File: src/rtl/debouncer_bank_pkg.sv
// Shared constants and helpers for the multi-channel debouncer.
package debouncer_bank_pkg;

    // Which transition of the clean level produces an edge pulse.
    localparam logic DETECT_FALL = 1'b0;
    localparam logic DETECT_RISE = 1'b1;

    // Active level of the edge outputs.
    localparam logic MODE_NEG = 1'b0;
    localparam logic MODE_POS = 1'b1;

    // Stability counter width: wide enough to hold the value delay.
    function automatic int cnt_width(input int delay);
        return $clog2(delay + 1);
    endfunction

endpackage

File: src/rtl/debouncer_bank_channel.sv
// One debouncer channel: two-flop synchroniser, stability counter,
// clean level and a registered edge pulse.
module debounce_channel
    import debouncer_bank_pkg::*;
#(
    parameter int   delay  = 5,
    parameter logic detect = DETECT_RISE,
    parameter logic mode   = MODE_POS
) (
    input  logic ck,
    input  logic rst_n,
    input  logic x,
    output logic z,
    output logic e
);

    localparam int             CW     = cnt_width(delay);
    localparam logic [CW-1:0]  LAST   = CW'(delay - 1);
    localparam logic [CW-1:0]  ONE    = CW'(1);
    localparam logic [CW-1:0]  ZERO   = CW'(0);
    localparam logic           ACTIVE = mode;
    localparam logic           IDLE   = ~mode;

    logic          s1;
    logic          s;
    logic [CW-1:0] cnt;
    logic [CW-1:0] cnt_next;
    logic          z_next;
    logic          e_next;

    // Next counter / level / pulse values from the current synchronised sample.
    always_comb begin
        cnt_next = cnt;
        z_next   = z;
        e_next   = IDLE;
        if (s == z) begin
            // Any agreeing sample throws away the partial count.
            cnt_next = ZERO;
        end else if (cnt == LAST) begin
            // delay consecutive disagreeing samples: accept the change.
            cnt_next = ZERO;
            z_next   = s;
            if (s == detect) begin
                e_next = ACTIVE;
            end else begin
                e_next = IDLE;
            end
        end else begin
            cnt_next = cnt + ONE;
        end
    end

    // Synchroniser, counter and outputs; reset discards any pending count.
    always_ff @(posedge ck) begin
        if (!rst_n) begin
            s1  <= 1'b0;
            s   <= 1'b0;
            cnt <= ZERO;
            z   <= 1'b0;
            e   <= IDLE;
        end else begin
            s1  <= x;
            s   <= s1;
            cnt <= cnt_next;
            z   <= z_next;
            e   <= e_next;
        end
    end

endmodule

File: src/rtl/debouncer_bank.sv
// Bank of n independent debouncer channels with a combined edge indicator.
module debouncer_bank
    import debouncer_bank_pkg::*;
#(
    parameter int   n      = 4,
    parameter int   delay  = 5,
    parameter logic detect = DETECT_RISE,
    parameter logic mode   = MODE_POS
) (
    input  logic         ck,
    input  logic         rst_n,
    input  logic [n-1:0] x,
    output logic [n-1:0] z,
    output logic [n-1:0] e,
    output logic         any_e
);

    genvar i;
    generate
        for (i = 0; i < n; i++) begin : g_ch
            debounce_channel #(
                .delay  (delay),
                .detect (detect),
                .mode   (mode)
            ) u_ch (
                .ck    (ck),
                .rst_n (rst_n),
                .x     (x[i]),
                .z     (z[i]),
                .e     (e[i])
            );
        end
    endgenerate

    // any_e is active when any channel pulse is active; the reduction
    // follows the active level so the idle value is the idle level.
    always_comb begin
        if (mode == MODE_POS) begin
            any_e = |e;
        end else begin
            any_e = &e;
        end
    end

endmodule

File: config.mk
export PLATFORM = sky130hd
export DESIGN_NAME = debouncer_bank
export DESIGN_NICKNAME = d
export VERILOG_FILES = /design/src/rtl/debouncer_bank_pkg.sv /design/src/rtl/debouncer_bank_channel.sv /design/src/rtl/debouncer_bank.sv
export SDC_FILE = /design/constraint.sdc
export NUM_CORES = 1
export LEC_CHECK = 0
export BUFFER_PORTS_ARGS = -buffer_cell sky130_fd_sc_hd__buf_2
export CAP_MARGIN = 15
export CORE_MARGIN = 4
export CORE_UTILIZATION = 39
export DETAILED_ROUTE_END_ITERATION = 8
export GPL_TIMING_DRIVEN = 1
export PLACE_DENSITY = 0.67
export SYNTH_ARGS = -nofsm -noshare
export SYNTH_HDL_FRONTEND = slang
export SYNTH_SLANG_ARGS = --single-unit
File: constraint.sdc
create_clock -name ck -period 2.2 [get_ports ck]
set_input_delay 0 -clock ck [delete_from_list [all_inputs] [get_ports ck]]
set_output_delay 0 -clock ck [all_outputs]
set_load 0.01 [all_outputs]
After elaboration in Yosys (flattened, before gate mapping) --
Cells that the tools add are included.
Word-level totals: register bits after elaboration 28, output and inout bits 9
Cells by class: $add $sub $neg 4, eq/ne operators 8, mux-type cells 4, bitwise gates (word level) 9, reductions and logical operators 13
Operator list (number):
- OR reduction 3 bit | 8
- adder 3 x 1 -> 3 bit (second input constant) | 4
- == test 3 bit (second input constant) | 4
- inverter 1 bit | 9
- AND reduction 2 bit | 4
- == test 1 bit | 4
- 2-to-1 mux 1 bit | 4
- OR reduction 4 bit | 1

Depth between registers and ports, before layout --
depth after elaboration 3, depth in mapped cells 4, mapped depth without buffers 4

By module --
From an unflattened synthesis, not the netlist that was laid out.
Unflattened totals: cells, all modules 105, area, all modules 1113.6 µm²
By module, submodules not included:
- debounce_channel | instances 4, cells an instance 26, area each 276.5 µm², seq. area each 140.1 µm²
- debouncer_bank | instances 1, cells an instance 1, area each 7.5 µm², seq. area each 0.0 µm²

Worst setup path after synthesis --
OpenSTA, ideal clock, no wires.
path kind register to register, start point register g_ch[2].u_ch.cnt[0], end point register g_ch[2].u_ch.cnt[2], library setup time 0.079 ns, data arrival time 1.153 ns, path slack 0.967 ns, cell stages (with the launch flop) 5, path buffers 0, clock period less this slack 1.233 ns, cell sequence dfxtp_1 -> inv_1 -> ha_1 -> or3b_1 -> a211oi_2
On the way: word-level cells in the longest chain between the ends 2, elaborated cells between the ends (all ways) 3
RTL lines:
- start, declared | line debouncer_bank_channel.sv:26 | logic [CW-1:0] cnt;
- start signal, assigned | line debouncer_bank_channel.sv:64 | cnt <= cnt_next;
- parallel branches: the longest is 2 deep, another holds adder 3 x 1 -> 3 bit
Parallel ways; which one is timed is not known. A chain may end at the register's enable or synchronous reset.

Worst setup path in the final report --
Same ends and word-level chain as after synthesis.

==> summary.txt <==
Floorplan
  – Die X: 63.1 um
  – Row count: 19
  – Ports: 15
  – Core area: 2830 um2
  – Die area: 3980 um2
  – Die Ht: 63.1 um
  – Initial Util: 41.9%

Logic synthesis
  – Synth top area share: 47.3%
  – Register area share after synthesis: 47.3%
  – Top post-synthesis cells by count: dfxtp_1 (28), and2_1 (8), buf_4 (8), ha_1 (8), inv_1 (8)
  – Synth warn: 0
  – Synth top area cells: dfxtp_1 (47%), ha_1 (8.4%), buf_4 (5.1%)
  – Unique masters post-synth: 24
  – EDFF count, synth: 0
  – Post-synthesis instance total: 112
  – Ys async rst share: 0%
  – Leading area contributor after synthesis: dfxtp_1
  – Syn nets: 126
  – Count leader, synth: dfxtp_1
  – Synthesized flop and latch total: 28
  – Top FF cell, synth: dfxtp_1
  – Netlist Area Pre-Place: 1180 um2
  – Average cell area after synthesis: 10.6 um2

Final layout
  – Fin nets: 139
  – Synthesis-to-layout area growth: 9.29%
  – Diodes inserted: 0
  – Final core occ: 45.8%
  – FILL cells: 268
  – Share of layout cells above drive strength 1: 22.6%
  – Fin area: 1290 um2

Clock tree
  – Worst-Skew Late Latency: 0.32 ns
  – Post-cts resize count: 0
  – CTS tree: done
  – H-tree levels: 1
  – Reg clk slew, reported paths: 0.14 ns
  – # hold bufs at CTS: 4
  – Clk buf depth: 2
  – Buffer count from post-CTS setup fixing: 0
  – Sinks on the clock net: 28
  – CTS root buffer: clkbuf_4
  – Cts bufs inserted: 3

Global routing
  – Total Routing Usage GR: 9.65%
  – Largest net degree at the start of global routing: 18
  – First-pass GRT wire length: 3090 um
  – Antenna violations before repair: 0
  – Number of global-route vias before repair: 717
  – Global route total overflow: 0

Routing
  – Final WL: 1790 um
  – DR vias/cell: 5.04
  – Via count: 781
  – DR WL/cell: 11.5 um
  – ANT nets after route: 0
  – # DRC: 0
  – Pre-Repair DR Iteration Count: 4
  – Initial DRC Count: 31

Placed design
  – GPL Wtd Cong: 0.731
  – # port buffers: 14
  – Placed cell areas: 1220 um2
  – Hpwl dp: 1330 um

Power and ir drop
  – Seq pwr share: 65.3%
  – Switch Pwr: 165 uW
  – Power Total: 799 uW
  – Leak Pwr: 0.510 nW
  – Switching Fraction: 20.6%
  – Combinational Power Share: 4.5%
  – Power share of the clock group: 30.2%
  – Internal power: 635 uW
  – P per Cell Area: 617 nW/um2
  – Worst vdd ir: 476 uV

Timing
  – Setup violators final: 0
  – Worst rel slew slack: 77.2%
  – Hold slack: 0.0315 ns
  – Setup TNS: 0 ns
  – Final hold vios: 0
  – Setup Skew: 0.00942 ns
  – Max Clock Freq: 751 MHz
  – Slew Viols, Final: 0
  – Unrepaired setup endpoints after global routing: no
  – Fin crit period: 1.33 ns
  – Final period utilization: 60.5%
  – Worst-Margin Slew: 0.340 ns

Critical path
  – Crit path from: g_ch[2].u_ch.cnt[0]
  – Crit Path Max Fanout: 6
  – Critical path arrival: 1.58 ns
  – Crit. End Element: flip-flop
  – CP Cell Sequence: inv_1 -> ha_1 -> or3b_1 -> a211oi_2
  – Peak per-stage delay on the critical path: 0.41 ns
  – CP max-delay cell: or3b_1
  – FF-to-FF Start: g_ch[2].u_ch.cnt[0]
  – Crit path launch type: flip-flop
  – Crit Path Category: flip-flop to flip-flop
  – Reg2Reg Depth: 4
  – Req. time, crit path: 2.45 ns

Worst hold path
  – WHS Path Cells: 3
  – Hold Path Origin: rst_n
  – Min-Delay Path Class: input pin to flip-flop

Outcome
  – Status: complete, no violations

Run
  – Max_cap viols: 0
==> metrics by stage <==
stage	instances	setup WS [ns]
floorplan	112	0.967
detailed placement	147	0.897
finish	155	0.869
global placement	147	0.950
CTS	155	0.864
global route	155	0.792
==> kinds of logic after synthesis <==
family | Yosys count | share of synthesized area [%]
AOI/OAI and AO/OA | 16 | 11.8
xor gates and xnor gates | 4 | 2.96
adders and majority gates | 8 | 8.45
buffers and inverters | 19 | 9.19
DFF | 28 | 47.3
and+or+nand+nor | 37 | 20.3
==> power groups by stage <==
stage	registers [mW]	logic, mW	clock network [mW]
final	0.522	0.0360	0.242
after global routing	0.523	0.0406	0.276
after CTS	0.522	0.0367	0.255
after detailed placement	0.533	0.0312	0
after global placement	0.532	0.0297	0
after floorplan	0.531	0.0226	0
==> cells in the final DEF, fill, tap and decap left out <==
| cell | count |
|---|---|
| nand2_1 | 6 |
| clkbuf_4 | 3 |
| nor3_1 | 2 |
| dlygate4sd3_1 | 4 |
| buf_2 | 14 |
| or3b_1 | 4 |
| a21oi_1 | 4 |
| a211oi_1 | 3 |
| inv_1 | 8 |
| nand4_1 | 2 |
| inv_2 | 1 |
| dfxtp_1 | 28 |
| clkbuf_8 | 1 |
| nand3_1 | 4 |
| xnor2_1 | 4 |
| and4b_1 | 2 |
| nor2_1 | 2 |
| a2111oi_1 | 2 |
| a211oi_2 | 3 |
| or4_1 | 1 |
| nand2b_1 | 4 |
| a21bo_2 | 4 |
| nor4b_2 | 2 |
| ha_1 | 8 |
| and2_1 | 8 |
==> worst max-delay path: cells and delay by family, from the launching register on <==
kind | cells | cell delay (ns)
AO/OA/AOI/OAI | 1 | 0.17
buffers and inverters | 1 | 0.05
adder cells (fa/ha/maj) | 1 | 0.26
AND/OR/NAND/NOR | 1 | 0.41
flip-flops | 1 | 0.38
==> state kept, by name, summed over array words and instances, names as in the netlist <==
register,count
g_ch.u_ch.z,4
g_ch.u_ch.s,4
g_ch.u_ch.s1,4
g_ch.u_ch.cnt,12
g_ch.u_ch.e,4
==> final timing paths <==
check,to,slack [ns]
worst max-delay path,g_ch[2].u_ch.cnt[2],0.87
worst min register to register,g_ch[3].u_ch.s,0.45
worst min-delay path,g_ch[0].u_ch.e,0.03
worst max register to register,g_ch[2].u_ch.cnt[2],0.87
==> final cells by class <==
cell class	count	area (um2)	area share [%]
timing repair buffer	18	110	8.50
clock buffer	4	36.3	2.80
sequential	28	561	43.3
multi-input combinational	65	515	39.8
tap	31	38.8	3.00
inverter	9	33.8	2.61
==> per-layer routing <==
layer / wire length, um / global-route usage [%] / part of all wire, %
met4: 13 / 2.48 / 0.73
met3: 95 / 4.26 / 5.3
met5: 0 / 0 / 0
met2: 823 / 15.3 / 46
met1: 853 / 11.9 / 48
(Power assumes the default switching activity.)
